==> config.mk <==
export PLATFORM = sky130hd
export DESIGN_NAME = grf_writeback
export DESIGN_NICKNAME = d
export VERILOG_FILES = /design/src/rtl/grf_writeback.sv
export SDC_FILE = /design/constraint.sdc
export NUM_CORES = 1
export LEC_CHECK = 0
export ABC_AREA = 1
export BUFFER_PORTS_ARGS = -buffer_cell sky130_fd_sc_hd__buf_2
export CORE_MARGIN = 3
export CORE_UTILIZATION = 40
export CTS_CLUSTER_DIAMETER = 60
export DETAILED_ROUTE_END_ITERATION = 8
export GPL_ROUTABILITY_DRIVEN = 1
export PLACE_DENSITY = 0.65
export SETUP_SLACK_MARGIN = 0.2
export SKIP_LAST_GASP = 1
export SYNTH_ARGS = -nofsm -noshare
export SYNTH_HDL_FRONTEND = slang
export SYNTH_SLANG_ARGS = --single-unit
==> constraint.sdc <==
create_clock -name clk -period 5.5 [get_ports clk]
set_input_delay 1.65 -clock clk [delete_from_list [all_inputs] [get_ports clk]]
set_output_delay 1.65 -clock clk [all_outputs]
set_load 0.02 [all_outputs]
==> src/rtl/grf_writeback.sv <==
// ---------------------------------------------------------------------------
// grf_writeback
//   MEM/WB pipeline register and writeback-data formation for the five-stage
//   MIPS core. Captures M-stage results, aligns and extends load data, picks
//   the final GPR write value and counts retired instructions. The outputs
//   drive the register file write port and act as the W-stage forward source.
//
//   Optional build macro: GRF_WB_TRACE_EN
//     When defined, a simulation-only trace line "@pc: $rr <= data" is printed
//     for every register write that leaves W (wb_we=1, stall=0).
//
// Ports
//   clk, reset        clock; synchronous active-high reset
//   stall             hold every W-stage field
//   flush             load a bubble instead of the M-stage instruction
//   m_valid           M-stage slot holds a real instruction
//   m_pc, m_a3        M-stage PC and destination register
//   m_regwrite        instruction writes a GPR
//   m_wb_sel          0=ALU, 1=load, 2=PC+8, 3=MDU
//   m_load_type       0=lw, 1=lh, 2=lhu, 3=lb, 4=lbu (5..7 behave as lw)
//   m_alu_res         ALU result; [1:0] is the load byte offset
//   m_mem_rdata       raw data-memory word
//   m_mdu_res         HI/LO read result
//   wb_we, wb_a3      GRF write enable / address (address 0 when not writing)
//   wb_data, wb_pc    GRF write data / PC of the writing instruction
//   wb_fwd_valid      wb_data may be forwarded (same as wb_we)
//   retire_cnt        number of valid instructions that left W (wraps)
//
// Pipeline control: there is no valid/ready handshake. stall freezes the
// stage, flush inserts a bubble; priority is reset > flush > stall > capture.
// An instruction retires on the edge it leaves W: valid=1 and stall=0.
// ---------------------------------------------------------------------------
module grf_writeback #(
    parameter logic [31:0] RESET_PC = 32'h0000_3000,
    parameter int          CNT_W    = 32
) (
    input  logic             clk,
    input  logic             reset,
    input  logic             stall,
    input  logic             flush,
    input  logic             m_valid,
    input  logic [31:0]      m_pc,
    input  logic [4:0]       m_a3,
    input  logic             m_regwrite,
    input  logic [1:0]       m_wb_sel,
    input  logic [2:0]       m_load_type,
    input  logic [31:0]      m_alu_res,
    input  logic [31:0]      m_mem_rdata,
    input  logic [31:0]      m_mdu_res,
    output logic             wb_we,
    output logic [4:0]       wb_a3,
    output logic [31:0]      wb_data,
    output logic [31:0]      wb_pc,
    output logic             wb_fwd_valid,
    output logic [CNT_W-1:0] retire_cnt
);

    // Registered W-stage fields
    logic        valid;
    logic [31:0] pc;
    logic [4:0]  a3;
    logic        regwrite;
    logic [1:0]  wb_sel;
    logic [2:0]  load_type;
    logic [31:0] alu_res;
    logic [31:0] mem_rdata;
    logic [31:0] mdu_res;

    always_ff @(posedge clk) begin
        if (reset || flush) begin
            valid     <= 1'b0;
            pc        <= RESET_PC;
            a3        <= 5'd0;
            regwrite  <= 1'b0;
            wb_sel    <= 2'd0;
            load_type <= 3'd0;
            alu_res   <= 32'd0;
            mem_rdata <= 32'd0;
            mdu_res   <= 32'd0;
        end else if (!stall) begin
            valid     <= m_valid;
            pc        <= m_pc;
            a3        <= m_a3;
            regwrite  <= m_regwrite;
            wb_sel    <= m_wb_sel;
            load_type <= m_load_type;
            alu_res   <= m_alu_res;
            mem_rdata <= m_mem_rdata;
            mdu_res   <= m_mdu_res;
        end
    end

    // The instruction currently in W is the one that retires, so the count
    // looks at the registered valid bit; a flush still lets it leave.
    always_ff @(posedge clk) begin
        if (reset) begin
            retire_cnt <= '0;
        end else if (!stall && valid) begin
            retire_cnt <= retire_cnt + CNT_W'(1);
        end
    end

    // Load alignment and extension
    logic [1:0]  off;
    logic [15:0] half;
    logic [7:0]  byte_sel;
    logic [31:0] load_ext;

    assign off = alu_res[1:0];

    always_comb begin
        half     = off[1] ? mem_rdata[31:16] : mem_rdata[15:0];
        byte_sel = mem_rdata[7:0];
        case (off)
            2'd1:    byte_sel = mem_rdata[15:8];
            2'd2:    byte_sel = mem_rdata[23:16];
            2'd3:    byte_sel = mem_rdata[31:24];
            default: byte_sel = mem_rdata[7:0];
        endcase
        load_ext = mem_rdata;
        case (load_type)
            3'd1:    load_ext = {{16{half[15]}}, half};
            3'd2:    load_ext = {16'd0, half};
            3'd3:    load_ext = {{24{byte_sel[7]}}, byte_sel};
            3'd4:    load_ext = {24'd0, byte_sel};
            default: load_ext = mem_rdata;
        endcase
    end

    // Writeback value selection
    always_comb begin
        wb_data = alu_res;
        case (wb_sel)
            2'd1:    wb_data = load_ext;
            2'd2:    wb_data = pc + 32'd8;
            2'd3:    wb_data = mdu_res;
            default: wb_data = alu_res;
        endcase
    end

    // $0 is never written, so the enable also masks a3 == 0.
    assign wb_we        = valid && regwrite && (a3 != 5'd0);
    assign wb_a3        = wb_we ? a3 : 5'd0;
    assign wb_pc        = pc;
    assign wb_fwd_valid = wb_we;

`ifdef GRF_WB_TRACE_EN
    always @(posedge clk) begin
        if (wb_we && !stall) begin
            $display("@%h: $%d <= %h", wb_pc, wb_a3, wb_data);
        end
    end
`else
`endif

endmodule

==> results of run 1 <==
Yosys cell counts (5+ instances only):
library cell	instances	area (sq um)
nand2_1	471	1770
inv_1	97	364
buf_2	21	105
nand3b_1	8	60.1
nand4_1	26	163
buf_1	6	22.5
nor2_1	112	420
nor2_4	6	67.6
clkbuf_1	36	135
o22ai_1	6	37.5
inv_2	6	22.5
nor2_2	10	62.6
dfxtp_1	172	3440
nand2_2	5	31.3
xor2_1	8	70.1
nand3_1	92	460
a21oi_1	185	926
o21ai_0	76	380
tightest hold or removal path: stages, from the launching register on:
cell and delay (ns):
dfxtp_1 0.31, nand2_1 0.06, a21oi_1 0.05
power by group:
| part | internal, mW | leakage (nW) | switching (mW) | total (mW) |
|---|---|---|---|---|
| combinational | 0.102 | 2.94 | 0.210 | 0.311 |
| sequential | 1.28 | 1.40 | 0.0335 | 1.32 |
| clock | 0.747 | 0.310 | 0.573 | 1.32 |
| total | 2.13 | 4.65 | 0.816 | 2.95 |
metrics by stage:
step | cells | hold slack, ns
2_1_floorplan | 1383 | 0.445
3_3_place_gp | 1850 | 0.452
3_5_place_dp | 1850 | 0.456
4_1_cts | 1882 | 0.466
5_1_grt | 1882 | 0.483
6_report | 1882 | 0.464
routing by layer:
metal | track usage, % | vias up | wire length [um]
met1 | 37.1 | 4573 | 14800
met5 | 0 | - | 12
met3 | 5.27 | 80 | 2640
met4 | 11.8 | 2 | 1460
li1 | - | 4929 | -
met2 | 39.2 | 456 | 14100
flip-flops by register name (all words and copies together), names as in the netlist:
name / cells
a3: 5
alu_res: 32
load_type: 3
mdu_res: 32
mem_rdata: 32
regwrite: 1
retire_cnt: 32
valid: 1
wb_pc: 32
wb_sel: 2
logic make-up (layout without fill, tap and decap cells):
family          Yosys count  after routing
xor+xnor                  8              8
flops                   172            172
simple gates            749            749
compound gates          282            282
buf+inv                 170            389
fa+ha+maj                 2              2
area by class of cell:
type / count / share of cell area (%)
sequential: 172 / 31.4
timing repair buffer: 254 / 11.8
inverter: 103 / 3.53
clock buffer: 18 / 4.01
multi-input combinational: 1041 / 44.2
clock inverter: 14 / 1.80
tap: 280 / 3.20
worst paths after layout:
| path | startpoint | endpoint | slack (ns) |
|---|---|---|---|
| worst max-delay path | load_type[1] | wb_data[31] | 1.12 |
| worst min register to register | mdu_res[12] | mdu_res[12] | 0.46 |
| worst max register to register | retire_cnt[0] | retire_cnt[20] | 3.79 |
| worst min-delay path | mdu_res[12] | mdu_res[12] | 0.46 |
==> summary.txt, run 1 <==
Synth
  • Unique cell type count in the Yosys netlist: 36
  • Post-Synth Simple-Gate Area: 36.6%
  • Cell Area, Synth: 8960 sq um
  • Mux contribution to synthesized area: 0%
  • Ys flop type: dfxtp_1
  • Syn avg cell area: 6.48 sq um
  • Largest family of logic cells by synthesized area: simple AND/OR/NAND/NOR gates
  • Yosys warnings: 0
  • XOR/XNOR Fraction of Synth Area: 0.782%
  • Post-Syn Instances: 1,383
  • Post-synthesis net count: 1,529
  • Async SR Flop Fraction: 0%
  • Adder-Cell Fraction of Synth Area: 0.279%
  • EDFF count, synth: 0
  • Register bit count reported by yosys: 172
  • Compound-gate portion of the synthesized area: 16.3%
  • Sequential area share after synthesis: 38.4%

Power
  • Power per cell area: 269 nW/um^2
  • Overall Power: 2.95 mW
  • P_leak: 4.65 nW
  • Peak supply drop: 0.199 mV

Placement
  • Port bufs: 246
  • Post-Place Cell Area: 10,300 sq um
  • Placement Setup Slack: 1.68 ns
  • Final GP Congestion: 1.03
  • DP Wirelength: 25.2 mm

Global routing
  • Initial antenna violation count: 1
  • Vias in the first global route: 9,095
  • Grt ovf: 0
  • Largest net degree at the start of global routing: 101
  • First-pass GRT wire length: 50.5 mm
  • Gr usage total: 26.4%

Hold path
  • Hold/Removal Path Class: reg2reg
  • Worst Hold Path Cells: 2

Clock network
  • Num CTS Buffers: 17
  • Clk sink count: 172
  • Clk slew on worst S/H paths: 0.07 ns
  • Skew-Pair Late Insertion Delay: 0.44 ns
  • CTS Root Cell: clkbuf_16
  • CTS hold repair buffers: 0
  • # Post-CTS Setup Buffers: 0
  • CTS tree: yes
  • H-tree depth: 4
  • CTS max path bufs: 2
  • Post-cts resize count: 0

Setup path
  • Reg2reg path depth: 8
  • Delay-heaviest family, CP: simple AND/OR/NAND/NOR gates
  • Critical Path Source Type: register
  • Critical path type: reg2out
  • Buf/Inv on CP: 2
  • WP depth: 8
  • Crit path required time: 3.85 ns
  • Worst Setup End Kind: primary output
  • CP cell instances: inv_1 > nand3_1 > nand2_1 > nor2_2 > a21oi_1 > nand2_1 > nand4_1 > buf_2
  • Largest stage delay, worst path: 0.90 ns
  • CP max-delay cell: nor2_2
  • Most used cell along the critical path: nand2_1
  • Worst Path Arrival: 2.73 ns
  • Crit-path max FO: 23

Final layout
  • Cell area after layout: 11,000 sq um
  • Multi-input logic area: 4840 sq um
  • Final #Nets: 1,735
  • FF/Latch Area: 3440 sq um
  • Most frequent cells in the layout: 471 x nand2_1, 245 x buf_2, 185 x a21oi_1
  • Antenna cell count: 0
  • Post-Route Utilization: 50.0%
  • Fillers: 2,360
  • Share of layout cells above drive strength 1: 20.5%
  • Commonest non-fill, non-tap cell in the layout: nand2_1
  • Area delta synth->final: 22.3%

Timing
  • Slew headroom: 29.1%
  • Setup violations, final: 0
  • Sum of negative setup slack: 0 ns
  • Min Tclk post-route: 4.38 ns
  • Max-slew violation count: 0
  • Fin Clk Skew: 0.0149 ns
  • Worst slew pin tran: 1.06 ns
  • Final Hold Viols: 0
  • Max Freq: 0.228 GHz
  • Final period util: 79.7%
  • RSZ-0062 raised after global routing: false
  • Final WS setup: 1.12 ns

Floorplan
  • Die ar.: 24,200 sq um
  • Row cnt: 54
  • Chip width: 156 um
  • Starting Density: 40.9%
  • Io pins: 247
  • Die Height: 156 um
  • Core region area: 21,900 sq um

Run status
  • Status: completed

Route
  • Iter 0 DRT Violations: 1,150
  • Drt drc: 0
  • Final WL: 33.0 mm
  • Post-DRT Antenna Nets: 0
  • Vias: 10,000
  • WL/cell: 17.5 um
  • Drt first pass iters: 6
  • Vias/cell: 5.33

Run
  • Max-cap violations: 0
No activity file was read; power rests on OpenSTA's default activity.
==> run 2, diff against run 1 <==
--- a/config.mk
+++ b/config.mk
@@ -5,7 +5,7 @@
 export SDC_FILE = /design/constraint.sdc
 export NUM_CORES = 1
 export LEC_CHECK = 0
-export ABC_AREA = 1
+export ABC_AREA = 0
 export BUFFER_PORTS_ARGS = -buffer_cell sky130_fd_sc_hd__buf_2
 export CORE_MARGIN = 3
 export CORE_UTILIZATION = 40
==> constraint.sdc (replaced) <==
create_clock -name clk -period 4.16 [get_ports clk]
set_input_delay 1.248 -clock clk [delete_from_list [all_inputs] [get_ports clk]]
set_output_delay 1.248 -clock clk [all_outputs]
set_load 0.02 [all_outputs]
==> run 2 against run 1 <==
Global-route usage shrank 4.2 points. Critical path depth down 2. Setup slack worse by 0.82 ns. Core utilization grew 0.62 points. First-iteration DRC count down 55%. Via count is 22% lower. Wire length decreased by 18%. Count of clock-buffer cells in the layout unchanged. Synthesized cell count is 30% lower. Largest cell class unchanged. Highest routed layer unchanged.
==> summary.txt, run 2 <==
Run status
  • Status: completed (unchanged)

Setup path
  • CP max-delay cell: dfxtp_1 (was nor2_2)
  • Critical path type: reg2out (unchanged)
  • Worst Setup End Kind: primary output (unchanged)
  • CP cell instances: mux4_2 > or3b_1 > nand2_2 > a21oi_1 > o32ai_1 > buf_2 (was inv_1 > nand3_1 > nand2_1 > nor2_2 > a21oi_1 > nand2_1 > nand4_1 > buf_2)
  • Largest stage delay, worst path: 0.55 ns (was 0.90 ns)
  • Worst Path Arrival: 2.62 ns (was 2.73 ns)
  • Crit path required time: 2.91 ns (was 3.85 ns)
  • Crit-path max FO: 11 (was 23)
  • Critical Path Source Type: register (unchanged)
  • Reg2reg setup slack: 2.15 ns (was 3.79 ns)

Global routing
  • First-pass GRT wire length: 41.5 mm (was 50.5 mm)
  • Most used routing layer: met2 (unchanged)
  • Gr usage total: 22.2% (was 26.4%)
  • Initial antenna violation count: 7 (was 1)
  • Grt ovf: 0 (unchanged)
  • Vias in the first global route: 7,455 (was 9,095)
  • Largest net degree at the start of global routing: 139 (was 101)
  • Met1 usage: 29.7% (was 37.1%)
  • Met2 Use GR: 34.5% (was 39.2%)
  • Met3 Usage GRT: 6.87% (was 5.27%)

Synth
  • Yosys warnings: 0 (unchanged)
  • Register bit count reported by yosys: 172 (unchanged)
  • Cell Area, Synth: 8600 sq um (was 8960 sq um)
  • Synth top area share: 40.0% (was 38.4%)
  • Post-Syn Instances: 971 (was 1,383)
  • Post-synthesis net count: 1,117 (was 1,529)
  • Sequential area share after synthesis: 40.0% (was 38.4%)
  • Unique cell type count in the Yosys netlist: 66 (was 36)
  • Dominant cell by count in the synthesized netlist: nor2_1 (was nand2_1)
  • Top cells by area, synth: dfxtp_1 40%, mux2i_1 17%, nor2_1 9.1%, xor2_1 2.8%, xnor2_1 2.2% (was dfxtp_1 38%, nand2_1 20%, a21oi_1 10%, nand3_1 5.1%, nor2_1 4.7%)
  • EDFF count, synth: 0 (unchanged)
  • Syn avg cell area: 8.86 sq um (was 6.48 sq um)
  • Post-synth top cells: 209 x nor2_1, 172 x dfxtp_1, 147 x mux2i_1 (was 471 x nand2_1, 185 x a21oi_1, 172 x dfxtp_1)
  • Ys flop type: dfxtp_1 (unchanged)
  • Async SR Flop Fraction: 0% (unchanged)
  • Synth area leader: dfxtp_1 (unchanged)

Floorplan
  • Die ar.: 23,300 sq um (was 24,200 sq um)
  • Starting Density: 40.8% (was 40.9%)
  • Die Height: 153 um (was 156 um)
  • Io pins: 247 (unchanged)
  • Chip width: 153 um (was 156 um)
  • Core region area: 21,100 sq um (was 21,900 sq um)
  • Row cnt: 53 (was 54)

Placement
  • Final GP Congestion: 0.923 (was 1.03)
  • Port bufs: 246 (unchanged)
  • DP Wirelength: 19.9 mm (was 25.2 mm)
  • Post-Place Cell Area: 10,000 sq um (was 10,300 sq um)

Power
  • Overall Power: 3.77 mW (was 2.95 mW)
  • P_leak: 4.94 nW (was 4.65 nW)
  • Power per cell area: 353 nW/um^2 (was 269 nW/um^2)
  • Peak supply drop: 0.275 mV (was 0.199 mV)

Timing
  • RSZ-0062 raised after global routing: true (was false)
  • Setup violations, final: 0 (unchanged)
  • Slew headroom: 21.7% (was 29.1%)
  • Min Tclk post-route: 3.86 ns
  • Final period util: 92.9%
  • Final Hold Viols: 0 (unchanged)
  • Max Freq: 0.259 GHz
  • Fin Clk Skew: 0.0131 ns (was 0.0149 ns)
  • Worst slew pin tran: 1.17 ns (was 1.06 ns)
  • Sum of negative setup slack: 0 ns (unchanged)
  • Max-slew violation count: 0 (unchanged)

Final layout
  • Share of layout cells above drive strength 1: 27.3% (was 20.5%)
  • Area delta synth->final: 24.3% (was 22.3%)
  • Cell area after layout: 10,700 sq um (was 11,000 sq um)
  • Commonest non-fill, non-tap cell in the layout: buf_2 (was nand2_1)
  • Most frequent cells in the layout: 245 x buf_2, 209 x nor2_1, 169 x dfxtp_1 (was 471 x nand2_1, 245 x buf_2, 185 x a21oi_1)
  • Final #Nets: 1,333 (was 1,735)

Route
  • Vias/cell: 5.31 (was 5.33)
  • Iter 0 DRT Violations: 521 (was 1,150)
  • WL/cell: 18.2 um (was 17.5 um)
  • Drt first pass iters: 5 (was 6)
  • Final WL: 26.9 mm (was 33.0 mm)
  • Drt drc: 0 (unchanged)
  • Post-DRT Antenna Nets: 0 (unchanged)
  • Vias: 7,851 (was 10,000)

Hold path
  • Hold/Removal Path Class: reg2reg (unchanged)

Clock network
  • Clk slew on worst S/H paths: 0.07 ns (about the same)
  • Clk sink count: 172 (unchanged)
  • CTS hold repair buffers: 0 (unchanged)
  • Num CTS Buffers: 17 (unchanged)
  • H-tree depth: 4 (unchanged)
  • CTS max path bufs: 2 (unchanged)
  • CTS Root Cell: clkbuf_16 (unchanged)
  • Skew-Pair Late Insertion Delay: 0.43 ns (was 0.44 ns)
  • CTS tree: yes (unchanged)

Run
  • Max-cap violations: 0 (unchanged)
[run 2: cell count changes after synthesis, sizes merged, moves of 65 or more]
cell / change
nor2: +78
nand3: -65
nand2: -437
mux2i: +147
inv: -95
a21oi: -164
[run 2: critical path, delay by kind of cell, from the launching register on]
kind | cells | cell delay (ns)
AOI/OAI and AO/OA | 2 | 0.52
and+or+nand+nor | 2 | 0.53
DFF | 1 | 0.55
buffers and inverters | 1 | 0.26
muxes | 1 | 0.32
[run 2: path summary, 6_finish.rpt]
check / startpoint / endpoint / depth (start not counted)
max: alu_res[0] / wb_data[12] / 6
min: retire_cnt[31] / retire_cnt[31] / 2
max reg2reg: valid / retire_cnt[29] / 5
min reg2reg: retire_cnt[31] / retire_cnt[31] / 2
[run 2: cells by family (layout without fill, tap and decap cells)]
family | count (synthesis) | after routing | synth area share (%)
simple gates | 385 | 385 | 21.6
mux | 158 | 158 | 18.9
other cells | 0 | 4 | 0
flops | 172 | 172 | 40.0
compound gates | 129 | 129 | 10.5
buf+inv | 76 | 305 | 3.74
fa+ha+maj | 2 | 2 | 0.291
xor+xnor | 49 | 49 | 4.99
[run 2: cell type report]
type                       instances  area (sq um)
clock inverter                    14           148
multi-input combinational        723          4850
antenna                            4          10.0
tap                              275           344
inverter                          10          37.5
clock buffer                      18           439
sequential                       172          3450
timing repair buffer             263          1410
fill                            2073         10400
[run 2: through the flow]
stage                     hold WS, ns  utilization [%]  worst slack, ns  cells
after floorplan                 0.455                -            0.799    971
after global placement          0.470             47.5            0.706   1438
after detailed placement        0.483             47.5            0.684   1438
after CTS                       0.495             50.3            0.207   1470
after global routing            0.522             50.7            0.185   1479
final                           0.489             50.7            0.295   1479
[run 2: repair_timing]
item | CTS | global route
resized for setup | 0 | 6
setup buffers | 0 | 5
setup endpoints to repair | 0 | 21
[run 2: where the power goes]
part / switching, mW / total [mW] / internal (mW)
clock: 0.767 / 1.59 / 0.819
combinational: 0.244 / 0.439 / 0.195
sequential: 0.0527 / 1.74 / 1.69
total: 1.06 / 3.77 / 2.70
[run 2: routing by layer]
metal	routed length, um	vias up
met5	28	-
met4	612	6
met3	2220	42
met2	12100	291
met1	11900	3642
li1	-	3870
==> run 3, diff against run 2 <==
--- a/config.mk
+++ b/config.mk
@@ -8,11 +8,11 @@
 export ABC_AREA = 0
 export BUFFER_PORTS_ARGS = -buffer_cell sky130_fd_sc_hd__buf_2
 export CORE_MARGIN = 3
-export CORE_UTILIZATION = 40
+export CORE_UTILIZATION = 53
 export CTS_CLUSTER_DIAMETER = 60
 export DETAILED_ROUTE_END_ITERATION = 8
 export GPL_ROUTABILITY_DRIVEN = 1
-export PLACE_DENSITY = 0.65
+export PLACE_DENSITY = 0.82
 export SETUP_SLACK_MARGIN = 0.2
 export SKIP_LAST_GASP = 1
 export SYNTH_ARGS = -nofsm -noshare
==> run 3 against run 2 <==
Die area decreased by 24%. Sequential share of layout area increased by 0.32 points. Sequential power about the same. Cell count decreased by 4.6%. Largest cell class unchanged.
==> summary.txt, run 3 (synthesized netlist as in run 2, its figures left out) <==
Run status
  • Status: completed (unchanged)

Global routing
  • Grt ovf: 0 (unchanged)
  • First-pass GRT wire length: 41.0 mm (was 41.5 mm)
  • Gr usage total: 29.0% (was 22.2%)
  • Initial antenna violation count: 4 (was 7)
  • Largest net degree at the start of global routing: 54 (was 139)
  • Vias in the first global route: 7,646 (was 7,455)

Timing
  • Setup violations, final: 0 (unchanged)
  • Fin Clk Skew: 0.00533 ns (was 0.0131 ns)
  • Final period util: 93.5% (was 92.9%)
  • Worst slew pin tran: 0.887 ns (was 1.17 ns)
  • Max Freq: 0.257 GHz (was 0.259 GHz)
  • Sum of negative setup slack: 0 ns (unchanged)
  • Slew headroom: 40.9% (was 21.7%)
  • Final Hold Viols: 0 (unchanged)
  • RSZ-0062 raised after global routing: false (was true)
  • Min Tclk post-route: 3.89 ns (was 3.86 ns)
  • Max-slew violation count: 0 (unchanged)

Clock network
  • CTS hold repair buffers: 0 (unchanged)
  • CTS Root Cell: clkbuf_16 (unchanged)
  • CTS max path bufs: 2 (unchanged)
  • Clk slew on worst S/H paths: 0.07 ns (about the same)
  • Clk sink count: 172 (unchanged)
  • H-tree depth: 4 (unchanged)
  • CTS tree: yes (unchanged)
  • Skew-Pair Late Insertion Delay: 0.44 ns (was 0.43 ns)
  • Num CTS Buffers: 17 (unchanged)

Final layout
  • FF/Latch Area: 3450 sq um (about the same)
  • Share of layout cells above drive strength 1: 27.3% (about the same)
  • Most frequent cells in the layout: 245 x buf_2, 209 x nor2_1, 169 x dfxtp_1 (unchanged)
  • Commonest non-fill, non-tap cell in the layout: buf_2 (unchanged)
  • Final #Nets: 1,332 (was 1,333)
  • Fillers: 1,329 (was 2,073)
  • Multi-input logic area: 4870 sq um (was 4850 sq um)
  • Area delta synth->final: 23.1% (was 24.3%)

Power
  • P_leak: 4.93 nW (was 4.94 nW)
  • Flop pwr share: 46.2% (was 46.3%)
  • Sw Pwr: 1.00 mW (was 1.06 mW)
  • Int Power: 2.78 mW (was 2.70 mW)
  • Clock share of power: 42.2% (was 42.1%)
  • Power per cell area: 357 nW/um^2 (was 353 nW/um^2)
  • Gate power share: 11.6% (was 11.7%)
  • Overall Power: 3.78 mW (was 3.77 mW)
  • Switching share of total power: 26.5% (was 28.2%)
  • Peak supply drop: 0.291 mV (was 0.275 mV)

Setup path
  • Critical Path Source Type: register (unchanged)
  • Worst setup path end: wb_data[28] (was wb_data[12])
  • Crit path required time: 2.91 ns (about the same)
  • Worst Setup End Kind: primary output (unchanged)
  • FF-to-FF End: retire_cnt[29] (unchanged)
  • Reg2reg setup slack: 2.20 ns (was 2.15 ns)
  • Worst Path Arrival: 2.64 ns (was 2.62 ns)
  • Crit path from: wb_pc[14] (was alu_res[0])
  • Crit-path max FO: 8 (was 11)
  • Worst r2r src: valid (unchanged)
  • Reg2reg path depth: 5 (unchanged)
  • Critical path type: reg2out (unchanged)

Floorplan
  • Die Height: 133 um (was 153 um)
  • Row cnt: 45 (was 53)
  • Core region area: 15,500 sq um (was 21,100 sq um)
  • Starting Density: 55.3% (was 40.8%)
  • Io pins: 247 (unchanged)
  • Die ar.: 17,800 sq um (was 23,300 sq um)
  • Chip width: 133 um (was 153 um)

Route
  • Vias: 8,085 (was 7,851)
  • Post-DRT Antenna Nets: 0 (unchanged)
  • WL/cell: 19.0 um (was 18.2 um)
  • Drt first pass iters: 5 (unchanged)
  • Iter 0 DRT Violations: 795 (was 521)
  • Drt drc: 0 (unchanged)
  • Final WL: 26.8 mm (was 26.9 mm)
  • Vias/cell: 5.73 (was 5.31)

Run
  • Max-cap violations: 0 (unchanged)

Placement
  • Final GP Congestion: 1.03 (was 0.923)
  • DP Wirelength: 19.8 mm (was 19.9 mm)
  • Port bufs: 246 (unchanged)

Hold path
  • Hold/Removal Path Class: reg2reg (unchanged)
run 3: how the worst min path moves through the flow:
stage                              start             end  slack (ns)  depth (start not counted)
final                     retire_cnt[31]  retire_cnt[31]        0.49                          2
after global routing          alu_res[2]      alu_res[2]        0.53                          2
after CTS                 retire_cnt[31]  retire_cnt[31]        0.49                          2
after detailed placement     mdu_res[13]     mdu_res[13]        0.48                          2
after global placement    retire_cnt[31]  retire_cnt[31]        0.47                          2
after floorplan              alu_res[18]     alu_res[18]        0.45                          2
run 3: what timing repair did:
action	CTS	global route
buffers inserted	0	4
gates resized for setup	1	9
pin swaps	0	2
setup endpoints to repair	3	23
run 3: metrics by stage:
| stage | cell area [sq um] | cells | setup WS (ns) | utilization [%] | hold WS [ns] |
|---|---|---|---|---|---|
| global route | 10600 | 1411 | 0.198 | 68.1 | 0.531 |
| CTS | 10500 | 1406 | 0.203 | 67.7 | 0.495 |
| floorplan | 8600 | 971 | 0.799 | - | 0.455 |
| detailed placement | 9920 | 1374 | 0.612 | 63.8 | 0.483 |
| global placement | 9920 | 1374 | 0.666 | 63.8 | 0.469 |
| finish | 10600 | 1411 | 0.272 | 68.1 | 0.490 |
run 3: per-layer routing:
metal / vias up / part of all wire, % / track usage, %
met5: - / 0.13 / 0
met4: 6 / 2.6 / 11.0
met3: 61 / 9.2 / 7.97
met2: 362 / 46 / 47.0
met1: 3796 / 42 / 37.1
li1: 3860 / - / -
run 3: layout make-up:
class                           instances  share of cell area [%]
Multi-Input combinational cell        723                    46.0
Sequential cell                       172                    32.6
Timing Repair Buffer                  262                    12.9
Clock buffer                           18                    4.05
Tap cell                              211                    2.49
Clock inverter                         14                    1.51
Inverter                               10                   0.355
Antenna cell                            1                  0.0236
run 3: power groups by stage:
stage,clock (mW),combinational [mW],sequential [mW]
3_3_place_gp,0,0.427,1.78
3_5_place_dp,0,0.432,1.78
5_1_grt,1.67,0.472,1.75
6_report,1.59,0.437,1.75
2_1_floorplan,0,0.269,1.77
4_1_cts,1.61,0.433,1.74
run 3: worst max-delay path: stages, from the launching register on:
cell and delay, ns:
dfxtp_1 0.52, nand4_2 0.29, nor3b_2 0.52, nand4_1 0.18
xor2_1 0.21, a32oi_1 0.26, buf_2 0.23
